## src/rtl/onehot_reg_bank_pkg.sv

```systemverilog
// Shared constants for the one-hot written 4-entry register bank.
package onehot_reg_bank_pkg;
  localparam int ENTRIES       = 4;
  localparam int ADDR_W        = 2;
  localparam int WIDTH_DEFAULT = 32;
endpackage

```

## src/rtl/onehot_reg_bank_onehot_check.sv

```systemverilog
// Combinational classifier for the write select: zero, one-hot or multi-hot, plus encoded index.
module onehot_check
  import onehot_reg_bank_pkg::*;
(
  input  logic [ENTRIES-1:0] wr_sel,
  output logic               is_zero,
  output logic               is_onehot,
  output logic               is_multi,
  output logic [ADDR_W-1:0]  idx
);

  logic [2:0] w_cnt;

  always_comb begin
    w_cnt = '0;
    idx   = '0;
    for (int i = 0; i < ENTRIES; i++) begin
      if (wr_sel[i]) begin
        w_cnt = w_cnt + 3'd1;
        idx   = i[ADDR_W-1:0];
      end
    end
    is_zero   = (w_cnt == 3'd0);
    is_onehot = (w_cnt == 3'd1);
    is_multi  = (w_cnt > 3'd1);
  end

endmodule

```

## src/rtl/onehot_reg_bank.sv

```systemverilog
// 4-entry register bank with one-hot write select, two registered read ports and a sticky select-error flag.
// Optional write-to-read bypass is enabled by defining ONEHOT_REG_BANK_BYPASS_EN.
module onehot_reg_bank
  import onehot_reg_bank_pkg::*;
#(
  parameter int WIDTH = WIDTH_DEFAULT
) (
  input  logic               clk,
  input  logic               rst_n,
  input  logic [ENTRIES-1:0] wr_sel,
  input  logic [WIDTH-1:0]   wr_data,
  input  logic               clr,
  input  logic [ADDR_W-1:0]  rd_addr0,
  input  logic [ADDR_W-1:0]  rd_addr1,
  output logic [WIDTH-1:0]   rd_data0,
  output logic [WIDTH-1:0]   rd_data1,
  output logic [ENTRIES-1:0] valid,
  output logic               sel_err
);

  logic [WIDTH-1:0]   r_mem [ENTRIES];
  logic [ENTRIES-1:0] r_valid;
  logic               r_sel_err;
  logic [WIDTH-1:0]   r_rd0;
  logic [WIDTH-1:0]   r_rd1;

  logic               w_is_zero;
  logic               w_is_onehot;
  logic               w_is_multi;
  logic [ADDR_W-1:0]  w_idx;
  logic               w_wr_en;
  logic               w_err_set;
  logic [WIDTH-1:0]   w_rd0;
  logic [WIDTH-1:0]   w_rd1;

  onehot_check u_check (
    .wr_sel    (wr_sel),
    .is_zero   (w_is_zero),
    .is_onehot (w_is_onehot),
    .is_multi  (w_is_multi),
    .idx       (w_idx)
  );

  assign w_wr_en   = w_is_onehot;
  assign w_err_set = w_is_multi && !w_is_zero;

  // Unwritten entries read as zero regardless of stored contents.
  always_comb begin
    w_rd0 = r_valid[rd_addr0] ? r_mem[rd_addr0] : '0;
    w_rd1 = r_valid[rd_addr1] ? r_mem[rd_addr1] : '0;
`ifdef ONEHOT_REG_BANK_BYPASS_EN
    if (w_wr_en && (w_idx == rd_addr0)) w_rd0 = wr_data;
    if (w_wr_en && (w_idx == rd_addr1)) w_rd1 = wr_data;
`endif
  end

  // clr wins over any same-cycle write, so it also suppresses bypass data.
  always_ff @(posedge clk or negedge rst_n) begin
    if (!rst_n) begin
      for (int i = 0; i < ENTRIES; i++) r_mem[i] <= '0;
      r_valid   <= '0;
      r_sel_err <= 1'b0;
      r_rd0     <= '0;
      r_rd1     <= '0;
    end else if (clr) begin
      for (int i = 0; i < ENTRIES; i++) r_mem[i] <= '0;
      r_valid   <= '0;
      r_sel_err <= 1'b0;
      r_rd0     <= '0;
      r_rd1     <= '0;
    end else begin
      if (w_wr_en) begin
        r_mem[w_idx]   <= wr_data;
        r_valid[w_idx] <= 1'b1;
      end
      if (w_err_set) r_sel_err <= 1'b1;
      r_rd0 <= w_rd0;
      r_rd1 <= w_rd1;
    end
  end

  assign rd_data0 = r_rd0;
  assign rd_data1 = r_rd1;
  assign valid    = r_valid;
  assign sel_err  = r_sel_err;

endmodule

```

## config.mk

```make
export PLATFORM = sky130hd
export DESIGN_NAME = onehot_reg_bank
export DESIGN_NICKNAME = d
export VERILOG_FILES = /design/src/rtl/onehot_reg_bank_pkg.sv /design/src/rtl/onehot_reg_bank_onehot_check.sv /design/src/rtl/onehot_reg_bank.sv
export SDC_FILE = /design/constraint.sdc
export NUM_CORES = 1
export LEC_CHECK = 0
export CAP_MARGIN = 20
export CORE_MARGIN = 2
export CORE_UTILIZATION = 51
export CTS_BUF_LIST = sky130_fd_sc_hd__clkbuf_16
export DETAILED_ROUTE_END_ITERATION = 12
export PLACE_DENSITY = 0.77
export SETUP_SLACK_MARGIN = 0.2
export SYNTH_ARGS = -nofsm -noshare
export SYNTH_HDL_FRONTEND = slang
export SYNTH_SLANG_ARGS = --single-unit
export TNS_END_PERCENT = 100
```

## constraint.sdc

```tcl
create_clock -name clk -period 1.36 [get_ports clk]
set_input_delay 0.272 -clock clk [delete_from_list [all_inputs] [get_ports clk]]
set_output_delay 0.272 -clock clk [all_outputs]
set_load 0.02 [all_outputs]
```

==> results of run 1 <==
## final cells by class
type                            instances  area (um^2)
Inverter                                2         17.5
Tap cell                              229          287
Fill cell                             872         3790
Sequential cell                       197         4930
Timing Repair Buffer                  230         3130
Multi-Input combinational cell        544         5390
Clock inverter                         15          173
Clock buffer                           17          425
## cells in the mapped netlist (all sizes together)
library cell / n / area [um^2]
dfrtp: 197 / 4930
mux2i: 32 / 320
nor2: 5 / 18.8
o21ba: 1 / 10.0
inv: 2 / 7.51
a211o: 1 / 8.76
a21oi: 100 / 500
nand4b: 1 / 8.76
nand3: 65 / 325
xnor2: 1 / 8.76
a31oi: 1 / 6.26
mux4: 66 / 1490
o21ai: 64 / 320
xor2: 2 / 17.5
nand4bb: 1 / 11.3
nand2: 65 / 244
o22ai: 1 / 20.0
nor4b: 1 / 15.0
or4b: 2 / 23.8
clkbuf: 61 / 229
and4bb: 1 / 12.5
nor2b: 64 / 400
ha: 3 / 37.5
buf: 20 / 146
nand2b: 66 / 413
## layer usage
metal / up-vias / global-route usage [%] / part of all wire (%)
li1: 3264 / - / -
met5: - / 0 / 0
met1: 4310 / 40.1 / 33
met3: 298 / 7.57 / 12
met2: 851 / 51.5 / 46
met4: 0 / 16.9 / 8.1
## flip-flops by register name, indices dropped and copies added, names as in the netlist
name and count:
r_mem 128, rd_data0 32, rd_data1 32, valid 4, sel_err 1
## stage by stage
stage | setup WS [ps] | power, mW
global placement | -1330 | 7.55
floorplan | -1100 | 6.95
detailed placement | -1420 | 7.58
CTS | -672 | 13.1
finish | -742 | 13.6
global route | -763 | 13.9
## cells in the final DEF, fill, tap and decap left out, types with 3 or more instances in the layout
cell type | Yosys | final
dfrtp_2 | 0 | 4
buf_2 | 15 | 5
buf_8 | 0 | 4
mux4_2 | 66 | 66
or4b_4 | 1 | 3
o21ai_2 | 0 | 36
nor2b_1 | 64 | 20
buf_4 | 1 | 31
mux2i_1 | 32 | 29
dfrtp_1 | 197 | 193
buf_16 | 0 | 20
clkdlybuf4s50_1 | 0 | 32
buf_12 | 3 | 35
buf_6 | 0 | 94
o21ai_4 | 0 | 28
a21oi_1 | 100 | 38
nor2b_4 | 0 | 44
nor2_1 | 5 | 4
a21oi_2 | 0 | 62
nand3_1 | 65 | 63
nand2_4 | 0 | 5
mux2i_2 | 0 | 3
inv_8 | 0 | 3
clkinv_2 | 0 | 3
nand2_1 | 65 | 47
clkbuf_16 | 0 | 23
nand2b_1 | 66 | 64
nand2_2 | 0 | 13
inv_6 | 0 | 3
## timing repair
action / CTS / global route
pin swaps: 8 / 76
endpoints found under the setup margin: 266 / 264
cloned: 22 / 7
resized for setup: 537 / 266
hold buffers: 1 / 0
setup buffers: 28 / 8
hold endpoints to repair: 24 / 0
## report_power, final
group / total (mW) / switching (mW) / internal, mW
clock network: 5.28 / 2.52 / 2.76
logic: 2.22 / 1.20 / 1.01
registers: 6.09 / 0.128 / 5.96
## cell families after synthesis
| family | count (synthesis) |
|---|---|
| AO/OA/AOI/OAI | 168 |
| XOR/XNOR | 3 |
| flip-flops | 197 |
| multiplexers | 98 |
| adder cells (fa/ha/maj) | 3 |
| buffers and inverters | 83 |
| AND/OR/NAND/NOR | 271 |
## final timing paths
path	cells past startpoint	slack, ps	from	end
max in group asynchronous	3	440	rst_n	r_mem[106]$_DFFE_PN0P_
min in group clk	4	340	wr_sel[2]	sel_err$_DFFE_PN0P_
min	2	310	rst_n	rd_data1[25]$_DFF_PN0_
max	10	-740	wr_sel[0]	r_mem[28]$_DFFE_PN0P_
min reg2reg	2	550	r_mem[84]$_DFFE_PN0P_	r_mem[84]$_DFFE_PN0P_
max reg2reg	6	-320	valid[0]$_DFFE_PN0P_	rd_data1[28]$_DFF_PN0_
==> flow_metrics.py, run 1 <==
metrics = {
    "yosys": {
        "synth_top_family_by_area": "multiplexers",
        "synth_area_per_cell_um2": 11.6,
        "ys_seq_area_share_pct": 51.8,
        "synthesis.area_um2": 9520,
        "synth_fa_ha_area_share_pct": 0.394,
        "synth_compound_area_share_pct": 9.09,
        "yosys.area_share.xor_xnor_pct": 0.276,
        "synthCells": 823,
        "synth.net_count": 869,
        "netlist-cell-type-count": 29,
        "synthSimpleGateAreaFrac_pct": 15.5,
        "ys_warn_count": 0,
        "ys_seq_elements": 197,
        "synth_mux_area_share_pct": 19.0,
    },
    "pwr": {
        "power-per-cell-area_nw_per_um2": 946,
        "ir_drop_mv": 0.889,
        "p_leak_nw": 5.73,
    },
    "placed_design": {
        "finalWeightedCongestion": 0.762,
        "dp_cells": 1136,
        "dp_hpwl_mm": 15.3,
        "placed_area_um2": 11300,
        "port_buffers": 111,
    },
    "floorplanning": {
        "coreArea_um2": 18100,
        "die_x_um": 141,
        "pin_count": 112,
        "dieArea_um2": 19800,
        "rows": 49,
        "dieHeight_um": 141,
        "start_util_pct": 52.5,
    },
    "cts": {
        "clkTransAtPathRegs_ps": 80,
        "clockBufferDepth": 2,
        "cts_buffers": 17,
        "cts_tree": "yes",
        "numClockSinks": 197,
        "clock_latency_ps": 450,
        "clock-root-buffer": "clkbuf_16",
        "ctsHtreeMaxLevel": 4,
    },
    "job": {
        "maxCapViolCount": 0,
    },
    "outcome": {
        "outcome": "complete, but fails checks",
        "failed_checks": "negative setup slack",
    },
    "cells_and_area": {
        "fin_area_um2": 14400,
        "diodes": 0,
        "drive_gt1_share_pct": 50.3,
        "nets": 1038,
        "final_util_pct": 79.1,
        "layoutNonFillerInstCount": 1234,
        "syn_to_final_growth_pct": 50.8,
    },
    "timing": {
        "max_freq_ghz": 0.476,
        "worst_pin_slew_ps": 1290,
        "slew_viol_final": 0,
        "setup_tns_ps": -57680,
        "timing.final.ws_setup_ps": -742,
        "hold_slack_ps": 309,
        "setup_viol": 191,
        "hold_viol": 0,
        "rsz0062_at_grt": "yes",
        "slew-limit-headroom_pct": 13.8,
        "post-route-period-util_pct": 155,
        "min_period_ps": 2100,
        "fin_skew_ps": 13.7,
    },
    "critical_path": {
        "start_kind": "primary input",
        "cp_max_fo": 6,
        "cp.arrival_ps": 2450,
        "path_cells": "buf_8 -> inv_4 -> ha_4 -> xor2_1 -> ha_1 -> or4b_4 -> o22ai_4 -> buf_6 -> buf_16 -> mux2i_1",
        "crit_family": "simple AND/OR/NAND/NOR gates",
        "critPathKind": "in2reg",
        "cp-end-kind": "flop",
        "required_ps": 1710,
        "crit_buf_inv": 4,
        "cp_slowest_stage_delay_ps": 550,
        "slowest_stage": "or4b_4",
    },
    "hold_path": {
        "hp-class": "in2async",
    },
    "detailed_routing": {
        "vias_per_cell": 7.07,
        "drt_iter0_drc": 1281,
        "first_pass_iters": 6,
        "vias": 8723,
        "route.detailed.drc": 0,
        "routedWlPerCell_um": 30.4,
        "drt_wl_total_mm": 37.5,
        "antenna_left": 0,
    },
    "global_routing": {
        "track_usage_pct": 31.8,
        "first_global_vias": 8359,
        "grt_pass1_wl_mm": 47.4,
        "antenna_found_initial": 0,
        "grt_max_degree": 93,
        "grt.overflow.total": 0,
    },
}
(Power assumes the default switching activity.)
==> inputs of run 2 (changes only) <==
--- a/config.mk
+++ b/config.mk
@@ -10,6 +10,7 @@
 export CORE_UTILIZATION = 51
 export CTS_BUF_LIST = sky130_fd_sc_hd__clkbuf_16
 export DETAILED_ROUTE_END_ITERATION = 12
+export MAX_ROUTING_LAYER = met4
 export PLACE_DENSITY = 0.77
 export SETUP_SLACK_MARGIN = 0.2
 export SYNTH_ARGS = -nofsm -noshare
==> run 2 against run 1 <==
Largest power group unchanged. Utilization is 0.27 points higher. Count of clock-buffer cells in the layout unchanged. Critical path type unchanged. The run still ends with negative setup slack left. Highest routed layer unchanged. Via count shrank 1.1%.
==> flow_metrics.py, run 2 (synthesis results as in run 1) <==
metrics = {
    "timing": {
        "hold_viol": 0,
        "hold_slack_ps": 304,
        "slew-limit-headroom_pct": 14.9,
        "slew_viol_final": 0,
        "post-route-period-util_pct": 157,
        "setup_tns_ps": -55340,
        "setup_viol": 195,
        "timing.final.ws_setup_ps": -778,
        "min_period_ps": 2140,
        "worst_pin_slew_ps": 1280,
        "fin_skew_ps": 12.0,
        "rsz0062_at_grt": "yes",
        "max_freq_ghz": 0.468,
    },
    "cells_and_area": {
        "regArea_um2": 4930,
        "largest_reg_flops": 128,
        "final_common_cell": "dfrtp_1",
        "final_cell_mix": "193 x dfrtp_1, 95 x buf_6, 66 x mux4_2",
        "fillers": 857,
        "nets": 1040,
        "largest-register": "r_mem",
        "multi_input_area_um2": 5380,
        "drive_gt1_share_pct": 50.4,
        "syn_to_final_growth_pct": 51.3,
        "final_util_pct": 79.4,
    },
    "floorplanning": {
        "die_x_um": 141,
        "pin_count": 112,
        "coreArea_um2": 18100,
        "dieHeight_um": 141,
        "start_util_pct": 52.5,
        "dieArea_um2": 19800,
        "rows": 49,
    },
    "critical_path": {
        "critPathKind": "in2reg",
        "cp_max_fo": 6,
        "required_ps": 1700,
        "cp.arrival_ps": 2480,
        "cp-end-kind": "flop",
        "start_kind": "primary input",
    },
    "cts": {
        "cts_tree": "yes",
        "clock-root-buffer": "clkbuf_16",
        "clkTransAtPathRegs_ps": 80,
        "clock_latency_ps": 460,
        "numClockSinks": 197,
        "cts_buffers": 17,
        "ctsHtreeMaxLevel": 4,
        "clockBufferDepth": 2,
    },
    "detailed_routing": {
        "antenna_left": 0,
        "drt_wl_total_mm": 37.3,
        "routedWlPerCell_um": 30.2,
        "first_pass_iters": 9,
        "route.detailed.drc": 0,
        "vias_per_cell": 6.97,
        "vias": 8624,
        "drt_iter0_drc": 1111,
    },
    "placed_design": {
        "port_buffers": 111,
        "post-place-ws_ps": -1420,
        "finalWeightedCongestion": 0.772,
        "dp_hpwl_mm": 15.3,
    },
    "global_routing": {
        "first_global_vias": 8355,
        "track_usage_pct": 32.7,
        "grt_pass1_wl_mm": 47.3,
        "antenna_found_initial": 1,
        "grt.overflow.total": 0,
        "grt_max_degree": 93,
    },
    "pwr": {
        "power-per-cell-area_nw_per_um2": 943,
        "ir_drop_mv": 0.941,
        "p_leak_nw": 5.75,
        "power_mw": 13.6,
    },
    "outcome": {
        "outcome": "complete, but fails checks",
        "failed_checks": "negative setup slack",
    },
    "job": {
        "maxCapViolCount": 0,
    },
    "hold_path": {
        "hp-class": "in2async",
    },
}
[run 2: critical path: stages]
cell	delay [ps]
buf_8	100
inv_4	50
ha_4	200
xor2_1	160
ha_1	300
or4b_4	540
o22ai_4	190
buf_6	190
buf_12	160
mux2i_1	310
[run 2: timing repair]
action                                  in CTS  in global routing
endpoints found under the setup margin     266                264
hold endpoints to repair                    24                  0
buffers inserted                            28                  8
hold buffers                                 1                  0
pin swaps                                    8                 76
gates resized for setup                    537                267
gates cloned                                22                  9
[run 2: final cells by class]
type / instances / share of cell area [%]
multi-input cells: 544 / 37.4
flip-flops and latches: 197 / 34.2
repair buffers: 232 / 22.1
clock buffers: 17 / 2.95
well taps: 229 / 1.99
clock inverters: 15 / 1.20
inverters: 2 / 0.122
diodes: 1 / 0.0174
[run 2: path summary, 6_finish.rpt]
check	from	to	slack (ps)	depth (start not counted)
worst min-delay path	rst_n	rd_data1[25]$_DFF_PN0_	300	2
max in group asynchronous	rst_n	rd_data1[13]$_DFF_PN0_	460	3
worst max register to register	valid[0]$_DFFE_PN0P_	rd_data1[0]$_DFF_PN0_	-280	6
worst min register to register	r_mem[64]$_DFFE_PN0P_	r_mem[64]$_DFFE_PN0P_	550	2
worst max-delay path	wr_sel[0]	r_mem[31]$_DFFE_PN0P_	-780	10
min in group clk	wr_sel[2]	sel_err$_DFFE_PN0P_	380	4
[run 2: per-layer routing]
metal  routed length (um)  part of all wire [%]  vias to the layer above  GRT usage, %
li1                     -                     -                     3270             -
met1                12700                    34                     4278          40.4
met2                17300                    46                      773          51.3
met3                 4190                    11                      303          7.00
met4                 3060                   8.2                        0          17.2
met5                    0                     0                        -             -
[run 2: metrics by stage]
| step | instances | cell area (um^2) |
|---|---|---|
| after global routing | 1237 | 14400 |
| after global placement | 1136 | 11300 |
| after detailed placement | 1136 | 11300 |
| after CTS | 1219 | 13100 |
| after floorplan | 823 | 9780 |
| final | 1237 | 14400 |
[run 2: power breakdown]
group,leakage [nW],internal [mW],switching [mW],total (mW)
combinational,2.73,1.03,1.20,2.23
sequential,2.73,5.96,0.128,6.09
clock,0.291,2.76,2.50,5.27
